## src/rtl/fp_mult_pkg.sv

```systemverilog
`default_nettype none
// ============================================================================
// Module      : fp_mult_pkg
// Description : Shared types, flag indices and constants for the pipelined
//               floating-point multiplier (fp_mult_pipe).
// Revision    : 1.0 - initial release
// ============================================================================
package fp_mult_pkg;

    // Operand class after decoding; subnormals are folded into FP_ZERO.
    typedef enum logic [1:0] {
        FP_ZERO = 2'd0,
        FP_NORM = 2'd1,
        FP_INF  = 2'd2,
        FP_NAN  = 2'd3
    } fp_class_e;

    // Bit positions inside the {NV, OF, UF, NX} flag vector.
    localparam int FLAG_NV = 3;
    localparam int FLAG_OF = 2;
    localparam int FLAG_UF = 1;
    localparam int FLAG_NX = 0;
    localparam int FLAG_W  = 4;

    // Canonical quiet NaN {0, all-ones exponent, 1, zeros}, right-aligned in 64 bits.
    function automatic logic [63:0] canonical_qnan(input int exp_w, input int man_w);
        logic [63:0] w_q;
        w_q = '0;
        for (int i = 0; i < exp_w; i++) begin
            w_q[man_w + i] = 1'b1;
        end
        w_q[man_w - 1] = 1'b1;
        return w_q;
    endfunction

endpackage
`default_nettype wire

```

## src/rtl/fp_operand_class.sv

```systemverilog
`default_nettype none
// ============================================================================
// Module      : fp_operand_class
// Description : Combinational decode of one floating-point operand into its
//               class (zero / normal / inf / NaN) and sign. Subnormal
//               encodings are reported as zero (denormals-are-zero).
// Revision    : 1.0 - initial release
// ============================================================================
module fp_operand_class
    import fp_mult_pkg::*;
#(
    parameter int EXP_W = 8,
    parameter int MAN_W = 7
)(
    input  logic [EXP_W+MAN_W:0] i_op,
    output fp_class_e            o_cls,
    output logic                 o_sign
);

    logic w_exp_ones;
    logic w_exp_zero;
    logic w_man_nz;

    assign w_exp_ones = &i_op[EXP_W+MAN_W-1:MAN_W];
    assign w_exp_zero = ~|i_op[EXP_W+MAN_W-1:MAN_W];
    assign w_man_nz   = |i_op[MAN_W-1:0];
    assign o_sign     = i_op[EXP_W+MAN_W];

    // Exponent field selects the class; the mantissa only splits Inf from NaN.
    always_comb begin
        o_cls = FP_NORM;
        if (w_exp_ones) begin
            o_cls = w_man_nz ? FP_NAN : FP_INF;
        end else if (w_exp_zero) begin
            o_cls = FP_ZERO;
        end
    end

endmodule
`default_nettype wire

```

## src/rtl/fp_mult_pipe.sv

```systemverilog
`default_nettype none
// ============================================================================
// Module      : fp_mult_pipe
// Description : Pipelined floating-point multiplier (default bfloat16) with
//               valid/ready handshakes, full backpressure, exception flags
//               {NV, OF, UF, NX}, DAZ inputs and FTZ results.
//               Build option FP_MULT_RNE_EN: when defined, results are
//               rounded to nearest-even; otherwise they are truncated.
// Revision    : 1.0 - initial release
// ============================================================================
module fp_mult_pipe
    import fp_mult_pkg::*;
#(
    parameter int EXP_W   = 8,
    parameter int MAN_W   = 7,
    parameter int LATENCY = 2   // 1..3 register stages
)(
    input  logic                   clk_i,
    input  logic                   rst_i,
    input  logic                   in_valid_i,
    output logic                   in_ready_o,
    input  logic [EXP_W+MAN_W:0]   in_a_i,
    input  logic [EXP_W+MAN_W:0]   in_b_i,
    output logic                   out_valid_o,
    input  logic                   out_ready_i,
    output logic [EXP_W+MAN_W:0]   out_result_o,
    output logic [FLAG_W-1:0]      out_flags_o
);

    localparam int c_w  = 1 + EXP_W + MAN_W;
    localparam int c_pw = 2 * (MAN_W + 1);
    localparam int c_ew = EXP_W + 2;
    localparam logic signed [c_ew-1:0] c_bias    = c_ew'((1 << (EXP_W - 1)) - 1);
    localparam logic signed [c_ew-1:0] c_exp_max = c_ew'((1 << EXP_W) - 1);
    localparam logic [c_w-1:0]         c_qnan    = c_w'(canonical_qnan(EXP_W, MAN_W));

    // Payload carried from the classify/multiply stage to normalise/round.
    typedef struct packed {
        logic                   special;      // result already decided by class
        logic [c_w-1:0]         spec_result;
        logic [FLAG_W-1:0]      spec_flags;
        logic                   sign;
        logic signed [c_ew-1:0] exp_sum;      // ea + eb - bias
        logic [c_pw-1:0]        prod;         // full significand product
    } mid_t;

    logic [EXP_W-1:0] w_ea;
    logic [EXP_W-1:0] w_eb;
    logic [MAN_W-1:0] w_ma;
    logic [MAN_W-1:0] w_mb;
    fp_class_e        w_a_cls;
    fp_class_e        w_b_cls;
    logic             w_a_sign;
    logic             w_b_sign;
    mid_t             w_mid;

    assign w_ea = in_a_i[c_w-2:MAN_W];
    assign w_eb = in_b_i[c_w-2:MAN_W];
    assign w_ma = in_a_i[MAN_W-1:0];
    assign w_mb = in_b_i[MAN_W-1:0];

    fp_operand_class #(.EXP_W(EXP_W), .MAN_W(MAN_W)) u_a_class (
        .i_op   (in_a_i),
        .o_cls  (w_a_cls),
        .o_sign (w_a_sign)
    );

    fp_operand_class #(.EXP_W(EXP_W), .MAN_W(MAN_W)) u_b_class (
        .i_op   (in_b_i),
        .o_cls  (w_b_cls),
        .o_sign (w_b_sign)
    );

    // Classify/multiply stage: special-case resolution in priority order, plus exponent sum and product.
    always_comb begin
        w_mid         = '0;
        w_mid.sign    = w_a_sign ^ w_b_sign;
        w_mid.exp_sum = $signed({2'b00, w_ea}) + $signed({2'b00, w_eb}) - c_bias;
        w_mid.prod    = {{(MAN_W+1){1'b0}}, 1'b1, w_ma} * {{(MAN_W+1){1'b0}}, 1'b1, w_mb};
        if (w_a_cls == FP_NAN || w_b_cls == FP_NAN) begin
            w_mid.special             = 1'b1;
            w_mid.spec_result         = c_qnan;
            w_mid.spec_flags[FLAG_NV] = 1'b1;
        end else if ((w_a_cls == FP_INF && w_b_cls == FP_ZERO) ||
                     (w_a_cls == FP_ZERO && w_b_cls == FP_INF)) begin
            w_mid.special             = 1'b1;
            w_mid.spec_result         = c_qnan;
            w_mid.spec_flags[FLAG_NV] = 1'b1;
        end else if (w_a_cls == FP_INF || w_b_cls == FP_INF) begin
            w_mid.special     = 1'b1;
            w_mid.spec_result = {w_mid.sign, {EXP_W{1'b1}}, {MAN_W{1'b0}}};
        end else if (w_a_cls == FP_ZERO || w_b_cls == FP_ZERO) begin
            w_mid.special     = 1'b1;
            w_mid.spec_result = {w_mid.sign, {(c_w-1){1'b0}}};
        end
    end

    // ------------------------------------------------------------------------
    // Stage chain. Stage k advances when it is empty or its successor advances;
    // the final stage's successor is the consumer.
    // ------------------------------------------------------------------------
    mid_t                w_stage_in [LATENCY];
    logic [LATENCY-1:0]  w_valid;
    logic [LATENCY-1:0]  w_vin;
    logic [LATENCY:0]    w_adv;
    logic                r_out_valid;
    logic [c_w-1:0]      r_result;
    logic [FLAG_W-1:0]   r_flags;
    logic [c_w-1:0]      w_fin_result;
    logic [FLAG_W-1:0]   w_fin_flags;

    assign w_stage_in[0]  = w_mid;
    assign w_vin[0]       = in_valid_i;
    assign w_adv[LATENCY] = out_ready_i;
    assign in_ready_o     = w_adv[0];

    generate
        for (genvar k = 0; k < LATENCY; k++) begin : g_stage
            assign w_adv[k] = !w_valid[k] || w_adv[k+1];

            if (k > 0) begin : g_vin
                assign w_vin[k] = w_valid[k-1];
            end

            if (k < LATENCY - 1) begin : g_mid
                logic r_v;
                mid_t r_mid;

                // Retiming register: payload only loads with a valid operation.
                always_ff @(posedge clk_i or posedge rst_i) begin
                    if (rst_i) begin
                        r_v   <= 1'b0;
                        r_mid <= '0;
                    end else if (w_adv[k]) begin
                        r_v <= w_vin[k];
                        if (w_vin[k]) begin
                            r_mid <= w_stage_in[k];
                        end
                    end
                end

                assign w_valid[k]        = r_v;
                assign w_stage_in[k+1]   = r_mid;
            end else begin : g_last
                // Output register: holds result and flags while the consumer stalls.
                always_ff @(posedge clk_i or posedge rst_i) begin
                    if (rst_i) begin
                        r_out_valid <= 1'b0;
                        r_result    <= '0;
                        r_flags     <= '0;
                    end else if (w_adv[k]) begin
                        r_out_valid <= w_vin[k];
                        if (w_vin[k]) begin
                            r_result <= w_fin_result;
                            r_flags  <= w_fin_flags;
                        end
                    end
                end

                assign w_valid[k] = r_out_valid;
            end
        end
    endgenerate

    // ------------------------------------------------------------------------
    // Normalise / round / pack, feeding the output register.
    // ------------------------------------------------------------------------
    mid_t                   w_last;
    logic                   w_msb;
    logic [c_pw-1:0]        w_norm;
    logic [MAN_W-1:0]       w_man;
    logic                   w_guard;
    logic                   w_sticky;
    logic                   w_round_up;
    logic [MAN_W:0]         w_man_rnd;
    logic signed [c_ew-1:0] w_exp_pre;
    logic signed [c_ew-1:0] w_exp_rnd;

    assign w_last    = w_stage_in[LATENCY-1];
    assign w_msb     = w_last.prod[c_pw-1];
    // Left-justify so the hidden 1 always sits in the top bit.
    assign w_norm    = w_msb ? w_last.prod : (w_last.prod << 1);
    assign w_man     = w_norm[c_pw-2 -: MAN_W];
    assign w_guard   = w_norm[c_pw-2-MAN_W];
    assign w_sticky  = |w_norm[c_pw-3-MAN_W:0];
    assign w_exp_pre = w_last.exp_sum + $signed({{(c_ew-1){1'b0}}, w_msb});

`ifdef FP_MULT_RNE_EN
    assign w_round_up = w_guard && (w_sticky || w_man[0]);
`else
    assign w_round_up = 1'b0;
`endif

    // A carry out of the mantissa leaves the field at zero and bumps the exponent.
    assign w_man_rnd = {1'b0, w_man} + {{MAN_W{1'b0}}, w_round_up};
    assign w_exp_rnd = w_exp_pre + $signed({{(c_ew-1){1'b0}}, w_man_rnd[MAN_W]});

    // Final packing: special results pass through, then overflow, then flush-to-zero.
    always_comb begin
        w_fin_result          = {w_last.sign, w_exp_rnd[EXP_W-1:0], w_man_rnd[MAN_W-1:0]};
        w_fin_flags           = '0;
        w_fin_flags[FLAG_NX]  = w_guard | w_sticky;
        if (w_last.special) begin
            w_fin_result = w_last.spec_result;
            w_fin_flags  = w_last.spec_flags;
        end else if (w_exp_rnd >= c_exp_max) begin
            w_fin_result         = {w_last.sign, {EXP_W{1'b1}}, {MAN_W{1'b0}}};
            w_fin_flags[FLAG_OF] = 1'b1;
            w_fin_flags[FLAG_NX] = 1'b1;
        end else if (w_exp_rnd[c_ew-1] || (w_exp_rnd == '0)) begin
            w_fin_result         = {w_last.sign, {(c_w-1){1'b0}}};
            w_fin_flags[FLAG_UF] = 1'b1;
            w_fin_flags[FLAG_NX] = 1'b1;
        end
    end

    assign out_valid_o  = r_out_valid;
    assign out_result_o = r_result;
    assign out_flags_o  = r_flags;

endmodule
`default_nettype wire
```

## config.mk

```make
export PLATFORM = sky130hd
export DESIGN_NAME = fp_mult_pipe
export DESIGN_NICKNAME = d
export VERILOG_FILES = /design/src/rtl/fp_mult_pkg.sv /design/src/rtl/fp_operand_class.sv /design/src/rtl/fp_mult_pipe.sv
export SDC_FILE = /design/constraint.sdc
export NUM_CORES = 1
export LEC_CHECK = 0
export CORE_MARGIN = 4
export CORE_UTILIZATION = 52
export DETAILED_ROUTE_END_ITERATION = 8
export PLACE_DENSITY_LB_ADDON = 0.1
export SLEW_MARGIN = 20
export SYNTH_ARGS = -nofsm -noshare
export SYNTH_HDL_FRONTEND = slang
export SYNTH_SLANG_ARGS = --single-unit
```

## constraint.sdc

```tcl
create_clock -name clk_i -period 2 [get_ports clk_i]
set_input_delay 0.3 -clock clk_i [delete_from_list [all_inputs] [get_ports clk_i]]
set_output_delay 0.3 -clock clk_i [all_outputs]
set_load 0.01 [all_outputs]
```

==> out/qor.csv, run 1 <==
stage,metric,value,unit
critical_path,CP Max Fanout,5,
timing,"Setup violations, final",29,
critical_path,Worst Setup End Kind,flop,
global_routing,total gr overflow,0,
final_layout,Layout Cells excl Fill,862,
timing,RSZ-0062 raised after global routing,yes,
clock_network,# hold bufs at CTS,0,
final_layout,final instance area,7447,um2
synthesis,Ys Warns,0,
timing,Max Freq,0.2761,GHz
run,Max-Cap Viols,0,
critical_path,data arrival time of the worst path,3870,ps
synthesis,Yosys reg bits,53,
routing,DR vias/cell,5.256,
clock_network,CTS Sinks,53,
critical_path,Startpoint Class,primary input,
floorplan,IO Pins,58,
power_and_ir_drop,VDD IR max,0.0006160,V
timing,worst-margin pin slew,544.4,ps
placement,Placer Congestion,0.8820,
synthesis,Mapped Area,5004,um2
critical_path,Worst Setup SP,in_b_i[2],
floorplan,die height,106.1,um
synthesis,synth unique cells,56,
global_routing,largest net degree at the start of global routing,39,
placement,dpl ws,-2547,ps
timing,Worst Hold Slack,319.8,ps
clock_network,later-pin clock latency in the skew report,310,ps
synthesis,Syn Area/Cell,8.872,um2
synthesis,Synth Net Count,689,
timing,max-slew violations,0,
final_layout,Ant. Diodes,0,
final_layout,final core utilization,80.22,%
critical_path,CP required,2250,ps
clock_network,cts bufs inserted,5,
final_layout,"most common cell after layout, fill and taps aside",buf_4,
global_routing,initial antenna violation count,0,
critical_path,worst r2r src,g_stage[0].g_mid.r_mid[16],
timing,final hold violation count,0,
global_routing,GRT Util Overall,23.96,%
placement,DP Cell Count,830,
synthesis,commonest register cell after synthesis,dfrtp_1,
power_and_ir_drop,power per cell area,967.7,nW/um2
timing,crit path time final,3622,ps
clock_network,clock buffer depth,2,
clock_network,TritonCTS clock tree,done,
status,status,finished with violations,
final_layout,NumNets Final,858,
routing,per-cell routed wire length,15.24,um
placement,DP HPWL,10.03,mm
routing,Via Count,4531,
power_and_ir_drop,Lkg Pwr,3.553,nW
status,failing checks,negative setup slack,
placement,port bufs,57,
clock_network,"Reg clk slew, reported paths",100,ps
placement,DP Area,6601,um2
synthesis,synthesized instance count,564,
final_layout,"commonest cells after routing, fill and taps aside","100 x buf_4, 77 x nand2_1, 63 x inv_1, 53 x dfrtp_1, 35 x clkdlybuf4s50_1",
synthesis,Synth async-reset ratio,100.0,%
floorplan,Die Wd,106.1,um
final_layout,share of cells above drive strength 1,35.33,%
power_and_ir_drop,Pwr Total,7.206,mW
routing,DR iter-0 viols,174,
clock_network,CTS Root Buffer Type,clkbuf_8,
floorplan,core footprint,9284,um2
timing,clk_skew,11.22,ps
routing,Final ANT Viol Nets,0,
timing,final critical-path share of the clock period,181.1,%
timing,post-route setup slack,-1622,ps
timing,setup TNS,-18170,ps
timing,max_slew headroom,63.45,%
global_routing,vias in the first global route,4643,
hold_path,Min-Delay Path Class,primary input to async pin,
global_routing,first-pass GRT wire length,22.04,mm
clock_network,H-tree depth,2,
routing,DRT Wirelength,13.14,mm
floorplan,Rows,35,
routing,DR DRC count,0,
floorplan,initial cell density of the core,53.89,%
synthesis,register area share after synthesis,26.51,%
routing,First-pass DRT Iterations,4,
floorplan,total die area,11260,um2
synthesis,"EDFF count, synth",0,
critical_path,Setup Crit Path Kind,primary input to flop,
final_layout,area grow syn2layout,48.84,%
cell usage after synthesis, types with 2 or more instances:
master	instances	area, um2
and2_1	31	193.9
o21ai_0	26	130.1
ha_1	52	650.6
nand4_1	9	56.30
buf_1	3	11.26
nand2b_1	6	37.54
o21bai_1	4	30.03
nor3_1	10	50.05
nor4_1	10	62.56
a211oi_1	2	15.01
nor4b_1	2	17.52
o31ai_1	2	15.01
fa_1	37	740.7
nand2_1	80	300.3
a22o_1	2	17.52
xnor2_1	10	87.58
a21oi_1	18	90.09
xor2_1	12	105.1
inv_1	80	300.3
nor2_1	26	97.59
or4_1	3	22.52
buf_2	2	10.01
dfrtp_1	53	1326
a211o_1	8	70.07
mux2i_1	8	80.08
nand3b_1	2	15.01
and3_1	5	31.28
a21o_1	7	52.55
nand3_1	8	40.04
a31oi_1	3	18.77
clkbuf_1	9	33.78
a221o_1	3	30.03
o21ai_1	8	40.04
kinds of logic after synthesis:
group                      after synthesis  share of synthesized area [%]
and+or+nand+nor                        203                          20.48
buffers and inverters                   95                          7.327
AOI/OAI and AO/OA                       93                          12.20
adders and majority gates               89                          27.81
DFF                                     53                          26.51
xor gates and xnor gates                22                          3.851
muxes                                    9                          1.826
routing by layer:
metal | wire (um) | part of all wire, % | GRT usage [%] | vias to the layer above
met3 | 442 | 3.4 | 2.429 | 11
met4 | 129 | 0.98 | 4.625 | 0
met1 | 6128 | 47 | 33.91 | 2199
li1 | - | - | - | 2235
met2 | 6439 | 49 | 40.35 | 86
met5 | 0 | 0 | 0 | -
state kept, by name, indices dropped and copies added (netlist names):
signal and flops:
g_stage.g_mid.r_v 1, out_valid_o 1, out_result_o 16, g_stage.g_mid.r_mid 31
out_flags_o 4
repair_timing:
item / CTS / global route
setup endpoints to repair: 37 / 34
pin swaps: 72 / 49
buffers inserted: 20 / 9
gates resized for setup: 164 / 50
final cells by class:
| class | count | area (um2) |
|---|---|---|
| clock inverters | 2 | 38.79 |
| flip-flops and latches | 53 | 1326 |
| inverters | 80 | 324.1 |
| fillers | 625 | 1837 |
| multi-input cells | 416 | 3945 |
| well taps | 129 | 161.4 |
| repair buffers | 177 | 1583 |
| clock buffers | 5 | 68.82 |
critical path, cell delays in order:
cell and delay, ps:
buf_8 100, and2_4 150, fa_1 520, inv_2 40, fa_1 520, inv_1 50
fa_1 470, inv_1 50, fa_1 490, inv_2 40, ha_4 300, nor3_4 40
nor2_1 140, nand3_1 120, or4_1 470, nand3_1 80
where the power goes:
group | switching, mW | leakage (nW) | internal [mW] | total (mW)
combinational | 2.27 | 2.83 | 2.52 | 4.79
clock | 0.354 | 0.0546 | 0.371 | 0.725
sequential | 0.310 | 0.669 | 1.38 | 1.69
worst paths after layout:
path,endpoint,slack (ps),cells after the start
max,g_stage[0].g_mid.r_mid[14],-1620,16
min,out_result_o[6],320,2
max reg2reg,out_result_o[9],-220,9
min reg2reg,g_stage[0].g_mid.r_mid[0],490,2
max in group asynchronous,out_result_o[8],1180,3
min in group clk_i,g_stage[0].g_mid.r_mid[16],390,4
Power figures use the tool's default switching activity.
==> inputs of run 2 (changes only) <==
--- a/config.mk
+++ b/config.mk
@@ -5,8 +5,9 @@
 export SDC_FILE = /design/constraint.sdc
 export NUM_CORES = 1
 export LEC_CHECK = 0
+export ABC_AREA = 1
 export CORE_MARGIN = 4
-export CORE_UTILIZATION = 52
+export CORE_UTILIZATION = 53
 export DETAILED_ROUTE_END_ITERATION = 8
 export PLACE_DENSITY_LB_ADDON = 0.1
 export SLEW_MARGIN = 20
==> out/qor.csv, run 2 <==
stage,metric,value,unit
status,status,finished with violations,
status,failing checks,negative setup slack,
synthesis,"count leader, synth",nand2_1,
synthesis,synth unique cells,38,
synthesis,Area contributors post-synth,"dfrtp_1 25%, nand2_1 15%, fa_1 14%",
synthesis,Ys Warns,0,
final_layout,Biggest register,g_stage.g_mid.r_mid,
final_layout,Layout Cells excl Fill,998,
power_and_ir_drop,Lkg Pwr,3.951,nW
final_layout,NumNets Final,989,
placement,DP Cell Count,980,
synthesis,commonest register cell after synthesis,dfrtp_1,
synthesis,synthesized instance count,733,
timing,post-route setup slack,-1551,ps
final_layout,storage element area,1328,um2
timing,max-slew violations,0,
floorplan,initial cell density of the core,54.30,%
synthesis,Synth Net Count,858,
clock_network,CTS Sinks,53,
final_layout,area occupied by multi-input gates,3909,um2
timing,"Setup violations, final",13,
clock_network,TritonCTS clock tree,done,
synthesis,post-synth top area cell,dfrtp_1,
clock_network,clock buffer depth,2,
final_layout,final core utilization,75.51,%
routing,First-pass DRT Iterations,4,
timing,crit path time final,3551,ps
placement,Placer Congestion,0.8779,
synthesis,Mapped Area,5308,um2
final_layout,Ant. Diodes,0,
clock_network,CTS Root Buffer Type,clkbuf_8,
synthesis,top cell type's share of synthesized area,24.99,%
final_layout,"most common cell after layout, fill and taps aside",nand2_1,
final_layout,Fillers,755,
final_layout,share of cells above drive strength 1,28.21,%
power_and_ir_drop,VDD IR max,0.0006232,V
floorplan,total die area,11680,um2
synthesis,register area share after synthesis,24.99,%
floorplan,IO Pins,58,
synthesis,Synth async-reset ratio,100.0,%
global_routing,initial antenna violation count,0,
timing,RSZ-0062 raised after global routing,yes,
final_layout,"commonest cells after routing, fill and taps aside","180 x nand2_1, 129 x inv_1, 81 x buf_4, 52 x dfrtp_1, 37 x nand3_1",
global_routing,total gr overflow,0,
placement,DP Area,6738,um2
timing,worst-margin pin slew,497.2,ps
floorplan,Die Wd,108.1,um
placement,DP HPWL,11.23,mm
routing,Final ANT Viol Nets,0,
clock_network,later-pin clock latency in the skew report,310,ps
critical_path,CP Max Fanout,4,
critical_path,data arrival time of the worst path,3740,ps
routing,DR iter-0 viols,243,
final_layout,number of flip-flops in the largest register,31,
timing,final critical-path share of the clock period,177.5,%
critical_path,Startpoint Class,primary input,
timing,clk_skew,12.16,ps
routing,Via Count,5147,
critical_path,Setup Crit Path Kind,primary input to flop,
critical_path,Reg2Reg Setup Slack,40,ps
routing,DR vias/cell,5.157,
routing,DRT Wirelength,13.99,mm
placement,port bufs,57,
synthesis,Yosys reg bits,53,
floorplan,die height,108.1,um
critical_path,worst r2r path cells,10,
global_routing,vias in the first global route,5169,
clock_network,cts bufs inserted,5,
critical_path,CP required,2190,ps
floorplan,core footprint,9774,um2
critical_path,worst r2r src,g_stage[0].g_mid.r_mid[15],
critical_path,capture point of the worst path,g_stage[0].g_mid.r_mid[12],
final_layout,area grow syn2layout,39.06,%
critical_path,Worst Setup SP,in_a_i[2],
timing,Max Freq,0.2816,GHz
synthesis,Commonest cells post-synth,"206 x nand2_1, 153 x inv_1, 53 x dfrtp_1",
synthesis,"EDFF count, synth",0,
hold_path,Min-Delay Path Class,primary input to async pin,
clock_network,H-tree depth,2,
clock_network,# hold bufs at CTS,0,
timing,final hold violation count,0,
final_layout,final instance area,7381,um2
global_routing,GRT Util Overall,24.69,%
clock_network,"Reg clk slew, reported paths",90,ps
synthesis,Syn Area/Cell,7.241,um2
run,Max-Cap Viols,0,
power_and_ir_drop,power per cell area,1020,nW/um2
global_routing,first-pass GRT wire length,23.38,mm
critical_path,Worst Setup End Kind,flop,
floorplan,Rows,36,
critical_path,reg-to-reg endpoint,out_result_o[2],
global_routing,largest net degree at the start of global routing,54,
routing,per-cell routed wire length,14.02,um
timing,max_slew headroom,66.55,%
routing,DR DRC count,0,
==> run 2: cell count changes after synthesis, moves of 9 or more <==
cell,change
and2_1,-31
nor2_1,+16
nand2_1,+126
clkbuf_1,+9
inv_1,+73
nand3_1,+36
==> run 2: worst max-delay path, cell delays in order <==
cell	delay (ps)
buf_8	100
buf_6	120
nand2_1	60
inv_1	40
fa_1	470
inv_1	50
fa_1	470
inv_1	50
fa_1	470
inv_1	50
fa_1	500
inv_2	50
ha_4	310
nand2_4	100
o21ai_4	190
nand2_1	90
nand3_2	100
a21oi_2	50
o21ai_1	90
o21ai_1	80
==> run 2: worst min path at each step <==
| stage | from | depth (start not counted) | slack, ps | endpoint |
|---|---|---|---|---|
| after CTS | rst_i | 3 | 370 | out_result_o[2] |
| final | rst_i | 3 | 370 | out_result_o[2] |
| after global placement | out_result_o[1] | 2 | 460 | out_result_o[1] |
| after detailed placement | g_stage[0].g_mid.r_mid[37] | 2 | 470 | g_stage[0].g_mid.r_mid[37] |
| after global routing | rst_i | 3 | 410 | g_stage[0].g_mid.r_mid[9] |
| after floorplan | g_stage[0].g_mid.r_mid[37] | 2 | 450 | g_stage[0].g_mid.r_mid[37] |
==> run 2: cells by family (layout without fill, tap and decap cells) <==
kind of cell / count (synthesis) / after routing / share of synthesized area (%)
simple gates: 337 / 337 / 27.46
buf+inv: 178 / 310 / 12.94
fa+ha+maj: 89 / 89 / 26.21
compound gates: 67 / 67 / 6.907
flops: 53 / 53 / 24.99
xor+xnor: 9 / 9 / 1.485
==> run 2: report_power, final <==
part	internal, mW	switching [mW]	leakage (nW)	total [mW]
clock network	0.243	0.340	0.0450	0.583
registers	1.43	0.251	0.659	1.68
logic	2.44	2.82	3.25	5.26
total	4.12	3.41	3.95	7.53
==> run 2: repair_timing <==
item / CTS / global route
pin swaps: 44 / 41
cloned: 0 / 0
resized for setup: 141 / 66
endpoints found under the setup margin: 17 / 32
setup buffers: 5 / 5
==> run 2: metrics by stage <==
step                TNS (ps)  power (mW)  hold WS, ps  setup WS, ps
floorplan             -16950       4.530        449.2         -1702
global placement      -28590       6.042        462.5         -2336
detailed placement    -29770       6.160        469.3         -2423
CTS                   -15690       7.223        375.0         -1481
global route          -18130       8.174        408.4         -1687
finish                -15580       7.527        366.1         -1551
==> run 2: layout make-up <==
type,count,share of cell area (%)
Multi-Input combinational cell,502,52.96
Sequential cell,53,17.99
Timing Repair Buffer,146,17.71
Inverter,156,7.967
Tap cell,133,2.255
Clock buffer,6,0.9832
Clock inverter,2,0.1356
==> run 2: routing by layer <==
| layer | vias up | GRT usage [%] | part of all wire (%) |
|---|---|---|---|
| met3 | 34 | 1.791 | 3.6 |
| met2 | 138 | 46.94 | 53 |
| met5 | - | 0 | 0 |
| met1 | 2444 | 29.74 | 40 |
| li1 | 2531 | - | - |
| met4 | 0 | 7.214 | 3.0 |
